`src/rtl/tug_playfield.sv`:
```
// rtl/tug_playfield.sv - two-player tug-of-war playfield with synchronized keys, win FSM and saturating scores
module tug_playfield (
  input  logic       Clock,
  input  logic       Reset,
  input  logic       KeyL,
  input  logic       KeyR,
  input  logic       Restart,
  output logic [9:0] LEDR,
  output logic       L,
  output logic       R,
  output logic [1:0] Winner,
  output logic [2:0] ScoreL,
  output logic [2:0] ScoreR
);

  // Winner is read straight off the state register, so the encoding doubles as the output code.
  typedef enum logic [1:0] {
    PLAY  = 2'b00,
    WIN_L = 2'b01,
    WIN_R = 2'b10
  } state_t;

  localparam logic [3:0] POS_HOME = 4'd5;
  localparam logic [3:0] POS_LMAX = 4'd9;
  localparam logic [3:0] POS_RMIN = 4'd1;
  localparam logic [2:0] SCORE_MAX = 3'd7;

  logic   sync_l1, sync_l2, dly_l;
  logic   sync_r1, sync_r2, dly_r;
  state_t state_q, state_d;
  logic [3:0] pos_q, pos_d;
  logic [2:0] score_l_q, score_l_d;
  logic [2:0] score_r_q, score_r_d;

  // Two-flop synchronizers on the raw buttons, followed by a one-cycle delay for edge detection.
  always_ff @(posedge Clock or negedge Reset) begin
    if (!Reset) begin
      sync_l1 <= 1'b0;
      sync_l2 <= 1'b0;
      dly_l   <= 1'b0;
      sync_r1 <= 1'b0;
      sync_r2 <= 1'b0;
      dly_r   <= 1'b0;
    end else begin
      sync_l1 <= KeyL;
      sync_l2 <= sync_l1;
      dly_l   <= sync_l2;
      sync_r1 <= KeyR;
      sync_r2 <= sync_r1;
      dly_r   <= sync_r2;
    end
  end

  // Rising-edge pulses: a held key yields one pulse and must drop for a sampled cycle to re-arm.
  assign L = sync_l2 & ~dly_l;
  assign R = sync_r2 & ~dly_r;

  // Game state, marker position and scores.
  always_ff @(posedge Clock or negedge Reset) begin
    if (!Reset) begin
      state_q   <= PLAY;
      pos_q     <= POS_HOME;
      score_l_q <= 3'd0;
      score_r_q <= 3'd0;
    end else begin
      state_q   <= state_d;
      pos_q     <= pos_d;
      score_l_q <= score_l_d;
      score_r_q <= score_r_d;
    end
  end

  // Next-state: simultaneous or absent pulses leave play untouched; win states only wait for Restart.
  always_comb begin
    state_d   = state_q;
    pos_d     = pos_q;
    score_l_d = score_l_q;
    score_r_d = score_r_q;
    case (state_q)
      PLAY: begin
        if (L && !R) begin
          if (pos_q < POS_LMAX) begin
            pos_d = pos_q + 4'd1;
          end else begin
            state_d = WIN_L;
            if (score_l_q != SCORE_MAX) score_l_d = score_l_q + 3'd1;
          end
        end else if (R && !L) begin
          if (pos_q > POS_RMIN) begin
            pos_d = pos_q - 4'd1;
          end else begin
            state_d = WIN_R;
            if (score_r_q != SCORE_MAX) score_r_d = score_r_q + 3'd1;
          end
        end
      end
      WIN_L, WIN_R: begin
        if (Restart) begin
          state_d = PLAY;
          pos_d   = POS_HOME;
        end
      end
      default: begin
        state_d = PLAY;
        pos_d   = POS_HOME;
      end
    endcase
  end

  // Outputs decoded from registers; LEDR[0] is never lit because pos never reaches 0.
  assign LEDR   = 10'd1 << pos_q;
  assign Winner = state_q;
  assign ScoreL = score_l_q;
  assign ScoreR = score_r_q;

endmodule

```
`config.mk`:
```
export PLATFORM = sky130hd
export DESIGN_NAME = tug_playfield
export DESIGN_NICKNAME = d
export VERILOG_FILES = /design/src/rtl/tug_playfield.sv
export SDC_FILE = /design/constraint.sdc
export NUM_CORES = 1
export LEC_CHECK = 0
export CAP_MARGIN = 20
export CORE_ASPECT_RATIO = 1.5
export CORE_MARGIN = 10
export CORE_UTILIZATION = 39
export DETAILED_ROUTE_END_ITERATION = 6
export GPL_ROUTABILITY_DRIVEN = 0
export PLACE_DENSITY = 0.73
export SETUP_SLACK_MARGIN = 0.02
export SYNTH_ARGS = -nofsm -noshare
export SYNTH_HDL_FRONTEND = slang
export SYNTH_SLANG_ARGS = --single-unit
```
`constraint.sdc`:
```
create_clock -name Clock -period 2.65 [get_ports Clock]
set_input_delay 0.53 -clock Clock [delete_from_list [all_inputs] [get_ports Clock]]
set_output_delay 0.53 -clock Clock [all_outputs]
set_load 0.02 [all_outputs]
```
# After elaboration in Yosys (flattened, before gate mapping)
# Cells that the tools add are included.
[word_totals]
ff_bits = 18
latch_bits = 0
ram_bits = 0
mem_bits_ro = 0
wordCells = 56
mem_count = 0
[classes]
n_addsub = 4
mul = 0
div_mod_pow = 0
order_cmp = 2
eq_ne = 10
shift = 1
mux = 12
n_bitwise = 7
reduce_logical = 10
[op_table]
columns = ["op", "n"]
rows = [
  ["$ne A3 B3 Y1 const B", 7],
  ["$mux W4", 5],
  ["$reduce_and A4 Y1", 3],
  ["$mux W2", 5],
  ["$shl A1 B4 Y10 const A", 1],
  ["$pmux W4 S2", 1],
  ["$add A3 B1 Y3 const B", 2],
  ["$not A1 Y1", 5],
  ["$reduce_and A5 Y1", 1],
  ["$add A4 B1 Y4 const B", 1],
  ["$gt A4 B1 Y1 const B", 1],
  ["$lt A4 B4 Y1 const B", 1],
  ["$pmux W2 S2", 1],
  ["$sub A4 B1 Y4 const B", 1],
  ["$and A1 B1 Y1", 2],
  ["$eq A2 B1 Y1 const B", 1],
  ["$eq A2 B2 Y1 const B", 1],
  ["$logic_and A1 B1 Y1", 2],
  ["$logic_not A1 Y1", 2],
  ["$logic_not A2 Y1", 1],
  ["$ne A2 B2 Y1 const B", 1],
  ["$reduce_or A2 Y1", 1],
]

# Depth between registers and ports, before layout
[logic_depth]
word_depth = 7
ltp_mapped = 7
depth_no_buf = 7

# Least setup slack after synthesis
# OpenSTA, ideal clock, no wires.
[synth_path]
path_type = "flip-flop to flip-flop"
startpoint = "reg sync_l2"
endpoint = "reg score_r_q[1] (netlist: ScoreR[1])"
setup_ps = 125
t_arrival_ps = 1860
path_slack_ps = 666
path_stages_with_launch = 8
n_path_buf = 0
period_less_slack_ps = 1984
path_cell_list = "dfrtp_1 > nand2b_1 > inv_1 > ha_1 > o21bai_2 > or2_4 > nor3_4 > mux2_2"
[synth_via]
elab_chain_cells = 4
word_cells_on_any_way = 6
cone_classes = "bitwise: 2; reduce/logical: 4"
[synth_rtl]
columns = ["element", "line", "text"]
rows = [
  ["start: declaration", "28", "logic sync_l1, sync_l2, dly_l;"],
  ["start signal: assignment", "46", "sync_l2 <= sync_l1;"],
  ["$and A1 B1 Y1 (*)", "55", "assign L = sync_l2 & ~dly_l;"],
  ["named net L", "9", "output logic L,"],
  ["$logic_not A1 Y1 / $logic_and A1 B1 Y1 (equally long branches)", "88, 81", ""],
  ["$logic_and A1 B1 Y1 / $not A1 Y1 (equally long branches)", "n/a", ""],
  ["$reduce_and A5 Y1 (no line) (*)", "n/a", ""],
  ["end signal: assignment", "69", "score_r_q <= score_r_d;"],
  ["end: declaration", "33", "logic [2:0] score_r_q, score_r_d;"],
]
# Mark *: on every way through the listed nets, which the timed path passes. The rest lies on a longest branch.
# A chain may end at the register's enable or synchronous reset.

# Final worst setup path
[layout_path]
startpoint = "reg pos_q[0]"
endpoint = "out LEDR[3]"
[layout_via]
elab_chain_cells = 1
[layout_rtl]
columns = ["element", "line", "text"]
rows = [
  ["start: declaration", "31", "logic [3:0] pos_q, pos_d;"],
  ["start signal: assignment", "67", "pos_q <= pos_d;"],
  ["$shl A1 B4 Y10", "111", "assign LEDR = 10'd1 << pos_q;"],
  ["end: declaration", "8", "output logic [9:0] LEDR,"],
]
# Every way passes these cells.

==> results.yml <==
timing:
  tns_ps: 0
  worstMarginPinSlew_ps: 769.6
  min_period_ps: 2418
  post-route-period-util: 0.9125
  final.setup_skew_ps: 4.890
  drv_slew: 0
  finalSetupViolCount: 0
  rsz0062_at_grt: "no"
  setup_slack_ps: 231.9
  finalHoldViolations: 0
  maxSlewHeadroom: 0.4853
  timing.fmax_mhz: 413.6
logic_synthesis:
  synth_top_family_by_area: "simple AND/OR/NAND/NOR gates"
  ys_ff_latch: 18
  synth_ff_type: "dfrtp_1"
  yosysMostFrequentCell: "dfrtp_1"
  yosys-mux-area-fraction: 0.04983
  yosys.area.top_type: "dfrtp_1"
  synth_nets: 120
  synthArstFlopShare: 1.000
  synth.avg_cell_area_sq_um: 11.05
  synth.top_cells.by_count: "dfrtp_1, ha_1, inv_1, nand2_1, nor2b_1"
  synth_warnings: 0
  synth_top_area_share: 0.3624
  synth.area.top_cells: "dfrtp_1, ha_1, dfstp_2"
  synthCells: 100
  synthXorXnorAreaFrac: 0.02378
  synth-simple-area-share: 0.2129
  yosysUniqueCellTypes: 31
  seq_area_frac_synth: 0.4100
  synth-edff-count: 0
  synth_fa_ha_area_frac: 0.1699
  synth_compound_area_frac: 0.08947
  synth_area_sq_um: 1105
pwr:
  p_leak_nw: 0.7223
  power_mw: 1.247
  peakVddDrop_mv: 0.5374
  clkPwrFrac: 0.177
  switching_power_mw: 0.4831
  power_frac_seq: 0.338
  switching_share: 0.3875
  combinationalPowerShare: 0.485
  powerDensity_nw_per_um2: 864.2
  cellInternalPower_mw: 0.7636
setup_path:
  crit_type: "flip-flop to primary output"
  cp-endpoint: "LEDR[3]"
  startpoint: "pos_q[0]"
  critPathLaunchType: "flip-flop"
  cp.arrival_ps: 1890
  worst_setup_path_end_kind: "primary output"
  r2r_end: "ScoreR[2]"
  r2r_setup_slack_ps: 630
  reg2reg_from: "sync_l2"
  worstPathRequired_ps: 2120
  rr_worst_depth: 7
  worstPathMaxFanout: 6
floorplanning:
  die_h_um: 85.19
  io_pins: 25
  die_width_um: 63.46
  core_area_sq_um: 2705
  die_area_sq_um: 5405
  rows: 23
  start_util: 0.4084
layout:
  area_growth_pct: 30.58
  final_util: 0.5333
  nets: 146
  fillers: 254
  diodes: 0
  final_layout_size_suffix_gt1_frac: 0.1520
placed_design:
  dp.final_hpwl_mm: 1.754
  portBuffers: 24
  pre_cts_ws_ps: 322.9
clock_network:
  clkTransAtPathRegs_ps: 70
  clock-sinks: 18
  cts_tree: "yes"
  htreeDepth: 1
  post_cts_buffers: 0
  cts_made_buffers: 3
  clock_latency_ps: 250
  clk_path_buf_depth: 2
  ctsRootBufferMaster: "clkbuf_8"
grt:
  grt_max_degree: 19
  met3_usage: 0.04211
  grt_usage: 0.08486
  globalRoute.totalOverflow: 0
  gr-max-usage-layer: "met2"
  met2_usage: 0.1468
  antenna_found_initial: 0
  met1_usage: 0.08129
  grt_pass1_vias: 853
  grt_pass1_wl_mm: 3.857
route:
  firstDrtPassIters: 4
  vias: 806
  first_iter_violations: 9
  detail_route.wl_per_cell_um: 13.74
  totalWireLength_mm: 2.226
  drcViolationCount: 0
  drtAntennaViolNets: 0
  routed_via_density: 4.975
flow_run:
  drv_cap: 0
min_path:
  min_from: "sync_r1"
  holdCritPathClass: "flip-flop to flip-flop"
run_status:
  status: "complete, no violations"
==> sequential cells by signal, indices dropped and copies added, names as in the netlist <==
name	cells
dly_l	1
dly_r	1
sync_l2	1
sync_r1	1
pos_q	4
sync_r2	1
Winner	2
ScoreL	3
sync_l1	1
ScoreR	3
==> layout make-up <==
cell class	instances	area [sq um]	area share
inverters	10	37.54	0.02602
multi-input cells	69	603.1	0.4180
flip-flops and latches	18	452.9	0.3140
well taps	37	46.29	0.03209
clock buffers	4	55.05	0.03816
repair buffers	24	247.7	0.1717
==> placed cells by master (no fill, tap or decap), drive strengths merged <==
cell	n
a21oi	2
a221oi	1
and2	2
and2b	1
and3	1
and4	1
clkbuf	4
clkdlybuf4s50	21
dfrtp	16
dfstp	2
dlymetal6s2s	3
ha	15
inv	10
mux2	4
mux2i	1
nand2	6
nand2b	3
nand3	3
nor2	3
nor2b	5
nor3	4
nor4	1
nor4b	1
o211ai	3
o21bai	1
o221ai	1
o32a	1
o32ai	1
or2	2
or3	2
or4	1
xor2	3
==> per-layer routing <==
| layer | up-vias | part of all wire |
|---|---|---|
| li1 | 390 | - |
| met1 | 384 | 0.39 |
| met2 | 27 | 0.49 |
| met3 | 5 | 0.10 |
| met4 | 0 | 0.019 |
| met5 | - | 0 |
==> repair_timing <==
item	4_1_cts	5_1_grt
gates resized for setup	0	3
hold buffers	0	0
setup endpoints to repair	0	3
==> cell families (layout without fill, tap and decap cells) <==
group                    Yosys count  count (layout)
buffers and inverters             13              38
adder cells (fa/ha/maj)           15              15
AO/OA/AOI/OAI                     10              10
AND/OR/NAND/NOR                   36              36
flip-flops                        18              18
XOR/XNOR                           3               3
multiplexers                       5               5
==> power groups by stage <==
stage	logic [mW]	clock network, mW	registers, mW
6_report	0.605	0.220	0.422
5_1_grt	0.674	0.240	0.436
4_1_cts	0.617	0.230	0.424
3_5_place_dp	0.614	0	0.428
3_3_place_gp	0.600	0	0.419
2_1_floorplan	0.353	0	0.449
==> worst max-delay path, cell delays in order (launching register included) <==
cell and delay (ps):
dfstp_2 580, ha_1 180, ha_1 130, nor2b_1 120
clkdlybuf4s50_1 620
==> through the flow <==
step	std cells	hold slack (ps)	instance area, sq um
4_1_cts	162	354.8	1435
3_3_place_gp	158	333.0	1380
2_1_floorplan	100	234.4	1105
3_5_place_dp	158	340.3	1380
5_1_grt	162	356.6	1443
6_report	162	350.0	1443
==> worst min-delay path by stage <==
stage	slack [ps]	end	depth (start not counted)
2_1_floorplan	230	ScoreL[0]	0
3_3_place_gp	330	sync_r2	0
3_5_place_dp	340	sync_l2	0
4_1_cts	350	sync_l2	0
5_1_grt	360	sync_l2	0
6_report	350	sync_r2	0
Note: power is estimated with default switching activity, not from simulation.
==> RTL change 1 (config.mk and constraints unchanged) <==
Add an input register stage for `KeyL`, `KeyR` and `Restart`; this delays them by one clock.
--- a/src/rtl/tug_playfield.sv
+++ b/src/rtl/tug_playfield.sv
@@ -27,2 +27,12 @@
 
+  logic KeyL_q;
+  logic KeyR_q;
+  logic Restart_q;
+
+  always_ff @(posedge Clock) begin
+    KeyL_q    <= KeyL;
+    KeyR_q    <= KeyR;
+    Restart_q <= Restart;
+  end
+
   logic   sync_l1, sync_l2, dly_l;
@@ -44,6 +54,6 @@
     end else begin
-      sync_l1 <= KeyL;
+      sync_l1 <= KeyL_q;
       sync_l2 <= sync_l1;
       dly_l   <= sync_l2;
-      sync_r1 <= KeyR;
+      sync_r1 <= KeyR_q;
       sync_r2 <= sync_r1;
@@ -97,3 +107,3 @@
       WIN_L, WIN_R: begin
-        if (Restart) begin
+        if (Restart_q) begin
           state_d = PLAY;
Function: changed (a bounded check fails within 4 cycles, from zero or initial values and one cycle with Reset low).
==> RTL change 1 against the unedited design <==
Area after synthesis is 5.4% higher; count of clock-buffer cells in the layout is 1 lower; synthesized cell count is 3.0% higher; critical path depth stayed put; worst hold slack worse by 0.016 ns; power is 18% higher; cell area is 3.7% higher; wire length is 8.6% higher; sequential share of layout area is 2.9 points higher; first-iteration DRC count is 56% higher; sequential cell count is 3 higher; setup slack worse by 0.011 ns; sequential power is 18% higher.
==> RTL change 1: results (changes against the unedited design) <==
synth:
  synth_cell_types: 32  # +3.2%
  syn_avg_cell_area_sq_um: 11.3  # +2.4%
  yosysSeqAreaShare_pct: 44.0  # +3.0 points
  synth_common_cells: "16 x dfrtp_1, 15 x ha_1, 10 x inv_1, 6 x nand2_1, 5 x nor2b_1"
  syn_nets: 123  # +2.5%
  ys_async_sr_fraction_pct: 85.7  # -14 points
  synth_area_leaders: "dfrtp_1 34%, ha_1 16%, dfxtp_1 5.2%"
global_routing:
  grt_pass1_wl_mm: 4.24  # +9.8%
  antenna_found_initial: 0  # unchanged
  gr-usage-all-layers_pct: 9.24  # +0.75 points
  grt_pass1_vias: 961  # +13%
routing:
  num_vias: 833  # +3.3%
  drt_iter0_drc: 14  # +5
  routed_wl_mm: 2.42  # +8.6%
  drt_pre_antenna_iters: 5  # +1
  via_per_inst: 4.99  # +0.26%
placement:
  dp_hpwl_mm: 1.82  # +3.9%
  pre_cts_ws_ns: 0.326  # +0.00314 ns
  placed_cell_area_sq_mm: 0.00144  # +4.5%
  place_inst: 163  # +3.2%
clock_tree:
  root_buffer: "clkbuf_8"
  ctsHtreeMaxLevel: 1  # unchanged
sta:
  tightest_slew_ns: 0.818  # +0.0482 ns
  finClkSkew_ns: 0.00105  # -0.00384 ns
power_and_ir_drop:
  p_leak_nw: 0.743  # +2.9%
  ir_worst_vdd_mv: 0.663  # +23%
cells_and_area:
  finalNetCount: 149  # +2.1%
  drive_above_1_share_pct: 14.8  # -0.36 points
  fillers: 282  # +11%
  largest_reg_flops: 4  # unchanged
hold_path:
  hp-class: "flip-flop to flip-flop"
outcome:
  status: "finished, final reports clean"
RTL change 1: cell types whose count changed in the layout (fill, tap and decap cells not counted):
cell | unedited run | this run
dfxtp_1 | 0 | 3
clkbuf_8 | 4 | 3
clkinv_2 | 0 | 1
RTL change 1: cells by family after synthesis:
kind of cell	count (synthesis)	share of synthesized area, %
compound gates	10	8.49
xor+xnor	3	2.26
fa+ha+maj	15	16.1
buf+inv	13	4.19
flops	21	44.0
mux	5	4.73
simple gates	36	20.2
RTL change 1: final cells by class:
cell class	instances	share of cell area (%)
repair buffers	24	16.6
clock inverters	1	0.334
well taps	39	3.26
inverters	10	2.51
flip-flops and latches	21	34.3
clock buffers	3	2.76
multi-input cells	69	40.3
RTL change 1: worst paths after layout:
| check | depth (start not counted) | slack, ns | from | endpoint |
|---|---|---|---|---|
| worst max register to register | 7 | 0.62 | sync_l2$_DFF_PN0_ | ScoreR[1]$_DFFE_PN0P_ |
| worst max-delay path | 4 | 0.22 | pos_q[0]$_DFFE_PN1P_ | LEDR[5] |
| max in group asynchronous | 1 | 1.41 | Reset | dly_r$_DFF_PN0_ |
| worst min-delay path | 0 | 0.33 | KeyR_q$_DFF_P_ | sync_r1$_DFF_PN0_ |
| min in group asynchronous | 1 | 0.74 | Reset | ScoreR[0]$_DFFE_PN0P_ |
| worst min register to register | 0 | 0.33 | KeyR_q$_DFF_P_ | sync_r1$_DFF_PN0_ |
RTL change 1: per-stage QoR:
step	total power [mW]	hold WS (ns)	utilization, %
after floorplan	0.988	0.234	-
after global placement	1.25	0.321	50.0
after detailed placement	1.27	0.321	50.0
after CTS	1.49	0.337	51.6
after global routing	1.60	0.343	51.9
final	1.47	0.334	51.9
RTL change 1: worst max-delay path: stages (launching register included):
cell,delay (ns)
dfstp_2,0.59
ha_1,0.23
inv_1,0.07
nor3_1,0.13
clkdlybuf4s50_1,0.63
RTL change 1: layer usage:
metal	track usage, %	part of all wire (%)
met1	8.89	38
met2	16.8	52
met3	3.99	8.8
met4	3.52	1.4
met5	0	0
RTL change 1: where the power goes:
| part | leakage (nW) | switching, mW | internal (mW) |
|---|---|---|---|
| logic | 0.469 | 0.410 | 0.352 |
| registers | 0.249 | 0.0908 | 0.407 |
| clock network | 0.0255 | 0.105 | 0.105 |
| total | 0.743 | 0.605 | 0.864 |
RTL change 1: repair_timing:
item                                    in CTS  in global routing
endpoints found under the setup margin       0                  3
hold buffers                                 0                  0
buffers inserted                             0                  0
resized for setup                            0                  3
==> RTL change 2 (same flow settings) <==
Without the edit above. The localparam `SCORE_MAX` goes from 3'd7 to 3'd3.
--- a/src/rtl/tug_playfield.sv
+++ b/src/rtl/tug_playfield.sv
@@ -25,3 +25,3 @@
   localparam logic [3:0] POS_RMIN = 4'd1;
-  localparam logic [2:0] SCORE_MAX = 3'd7;
+  localparam logic [2:0] SCORE_MAX = 3'd3;
 
Formal check against the unedited RTL: same outputs for any inputs over 10 cycles, from zero or initial values and one cycle with Reset low; that may be too few to reach the edited logic, so the function may still have changed.
==> RTL change 2 against the unedited design <==
Cell area decreased by 0.61%; first-iteration DRC count decreased by 22%; area after synthesis decreased by 0.68%; setup slack got worse by 0.042 ns; die area decreased by 0.49%; critical endpoint is now LEDR[5]; largest cell class unchanged; critical path depth decreased by 1; wire length increased by 3.3%; power increased by 16%; sequential cell count unchanged.
==> RTL change 2: results (changes against the unedited design) <==
outcome:
  status: "finished, final reports clean"
global_routing:
  grt_pass1_wl_mm: 4.01  # +3.9%
  grt-ovfl-total: 0  # unchanged
  grt_pass1_vias: 881  # +3.3%
  antenna_found_initial: 0  # unchanged
  grt_max_degree: 19  # unchanged
  gr-usage-all-layers_pct: 9.04  # +0.56 points
power_and_ir_drop:
  p_leak_nw: 0.711  # -1.6%
  ir_worst_vdd_mv: 0.581  # +8.1%
routing:
  via_per_inst: 5.03  # +1.1%
  drt_pre_antenna_iters: 4  # unchanged
  wire_per_inst_um: 14.4  # +4.6%
  drt_iter0_drc: 7  # -2
sta:
  finClkSkew_ns: 0.00454  # -0.000354 ns
  hold_violations: 0  # unchanged
  fin_crit_ns: 2.46  # +0.0420 ns
  slew_headroom_pct: 47.6  # -0.92 points
  drv_slew: 0  # unchanged
worst_setup_path:
  startpoint: "pos_q[0]$_DFFE_PN1P_"
  r2r_setup_slack_ns: 0.61  # -0.02 ns
  rr_worst_depth: 7  # unchanged
  r2r-start: "sync_l2$_DFF_PN0_"
  arrival_ns: 1.93  # +0.04 ns
  crit_path_end: "LEDR[5]"
  r2r_end: "ScoreR[1]$_DFFE_PN0P_"
  cp_max_fo: 7  # +1
cells_and_area:
  finalNetCount: 144  # -1.4%
  largest-register: "pos_q"
  largest_reg_flops: 4  # unchanged
  drive_above_1_share_pct: 12.2  # -3.0 points
  diodes: 0  # unchanged
synth:
  synth_area_leaders: "dfrtp_1 36%, ha_1 17%, dfstp_2 4.8%"
  syn_nets: 117  # -2.5%
  yosysSeqAreaShare_pct: 41.3  # +0.28 points
  yosys_warnings: 0  # unchanged
  synth_cell_types: 34  # +9.7%
  synth_common_cells: "16 x dfrtp_1, 15 x ha_1, 10 x inv_1, 6 x nand2_1"
  ys_async_sr_fraction_pct: 100  # unchanged
clock_tree:
  clk_pin_slew_worst_paths_ns: 0.07  # about the same
  ctsLongestPathBuffers: 2  # unchanged
  numCtsBuffers: 3  # unchanged
  root_buffer: "clkbuf_8"
  insertion_delay_ns: 0.26
  cts_setup_buffers: 0  # unchanged
  ctsHtreeMaxLevel: 1  # unchanged
  cts-resized-gates: 0  # unchanged
placement:
  port_buffers: 24  # unchanged
  dp_hpwl_mm: 1.89  # +7.7%
  pre_cts_ws_ns: 0.322  # -0.000857 ns
hold_path:
  hp-class: "flip-flop to flip-flop"
RTL change 2: cell count changes after synthesis, sizes merged, moves of 2 or more:
cell,change
mux2i,+3
mux2,-2
clkbuf,-2
nand3,-2
nor3,-3
nor3b,+2
RTL change 2: cells by family after synthesis:
kind of cell	after synthesis	synth area share, %
XOR/XNOR	3	2.39
multiplexers	6	5.70
flip-flops	18	41.3
buffers and inverters	12	4.56
adder cells (fa/ha/maj)	15	17.1
AND/OR/NAND/NOR	32	20.3
AO/OA/AOI/OAI	11	8.67
RTL change 2: final cells by class:
type | instances | area, sq um
flip-flops and latches | 18 | 453
repair buffers | 24 | 248
clock buffers | 4 | 55.1
fillers | 241 | 1240
well taps | 37 | 46.3
inverters | 10 | 37.5
multi-input cells | 67 | 594
RTL change 2: worst min path at each step:
| stage | slack [ns] | to | start | cells past startpoint |
|---|---|---|---|---|
| floorplan | 0.23 | ScoreL[0]$_DFFE_PN0P_ | Reset | 0 |
| global placement | 0.34 | sync_l2$_DFF_PN0_ | sync_l1$_DFF_PN0_ | 0 |
| detailed placement | 0.34 | sync_r2$_DFF_PN0_ | sync_r1$_DFF_PN0_ | 0 |
| CTS | 0.36 | sync_r2$_DFF_PN0_ | sync_r1$_DFF_PN0_ | 0 |
| global route | 0.37 | sync_r2$_DFF_PN0_ | sync_r1$_DFF_PN0_ | 0 |
| finish | 0.36 | sync_r2$_DFF_PN0_ | sync_r1$_DFF_PN0_ | 0 |
RTL change 2: layer usage:
layer / vias up / share of wire, % / GRT usage, %
met5: - / 0 / 0
met4: 0 / 2.1 / 4.19
li1: 389 / - / -
met1: 384 / 37 / 8.58
met2: 27 / 51 / 16.1
met3: 5 / 9.4 / 4.21
RTL change 2: power breakdown:
group	internal (mW)	switching, mW	total (mW)
Combinational	0.355	0.413	0.768
Clock	0.132	0.0922	0.224
Sequential	0.361	0.0933	0.454
Total	0.848	0.599	1.45
RTL change 2: worst max-delay path: stages (launching register included):
cell and delay [ns]:
dfstp_2 0.59, ha_1 0.24, nor3b_1 0.20, clkdlybuf4s50_1 0.64
RTL change 2: metrics by stage:
| step | instance area (sq um) | cells |
|---|---|---|
| final | 1430 | 160 |
| after detailed placement | 1370 | 156 |
| after global placement | 1370 | 156 |
| after global routing | 1430 | 160 |
| after CTS | 1430 | 160 |
| after floorplan | 1100 | 97 |
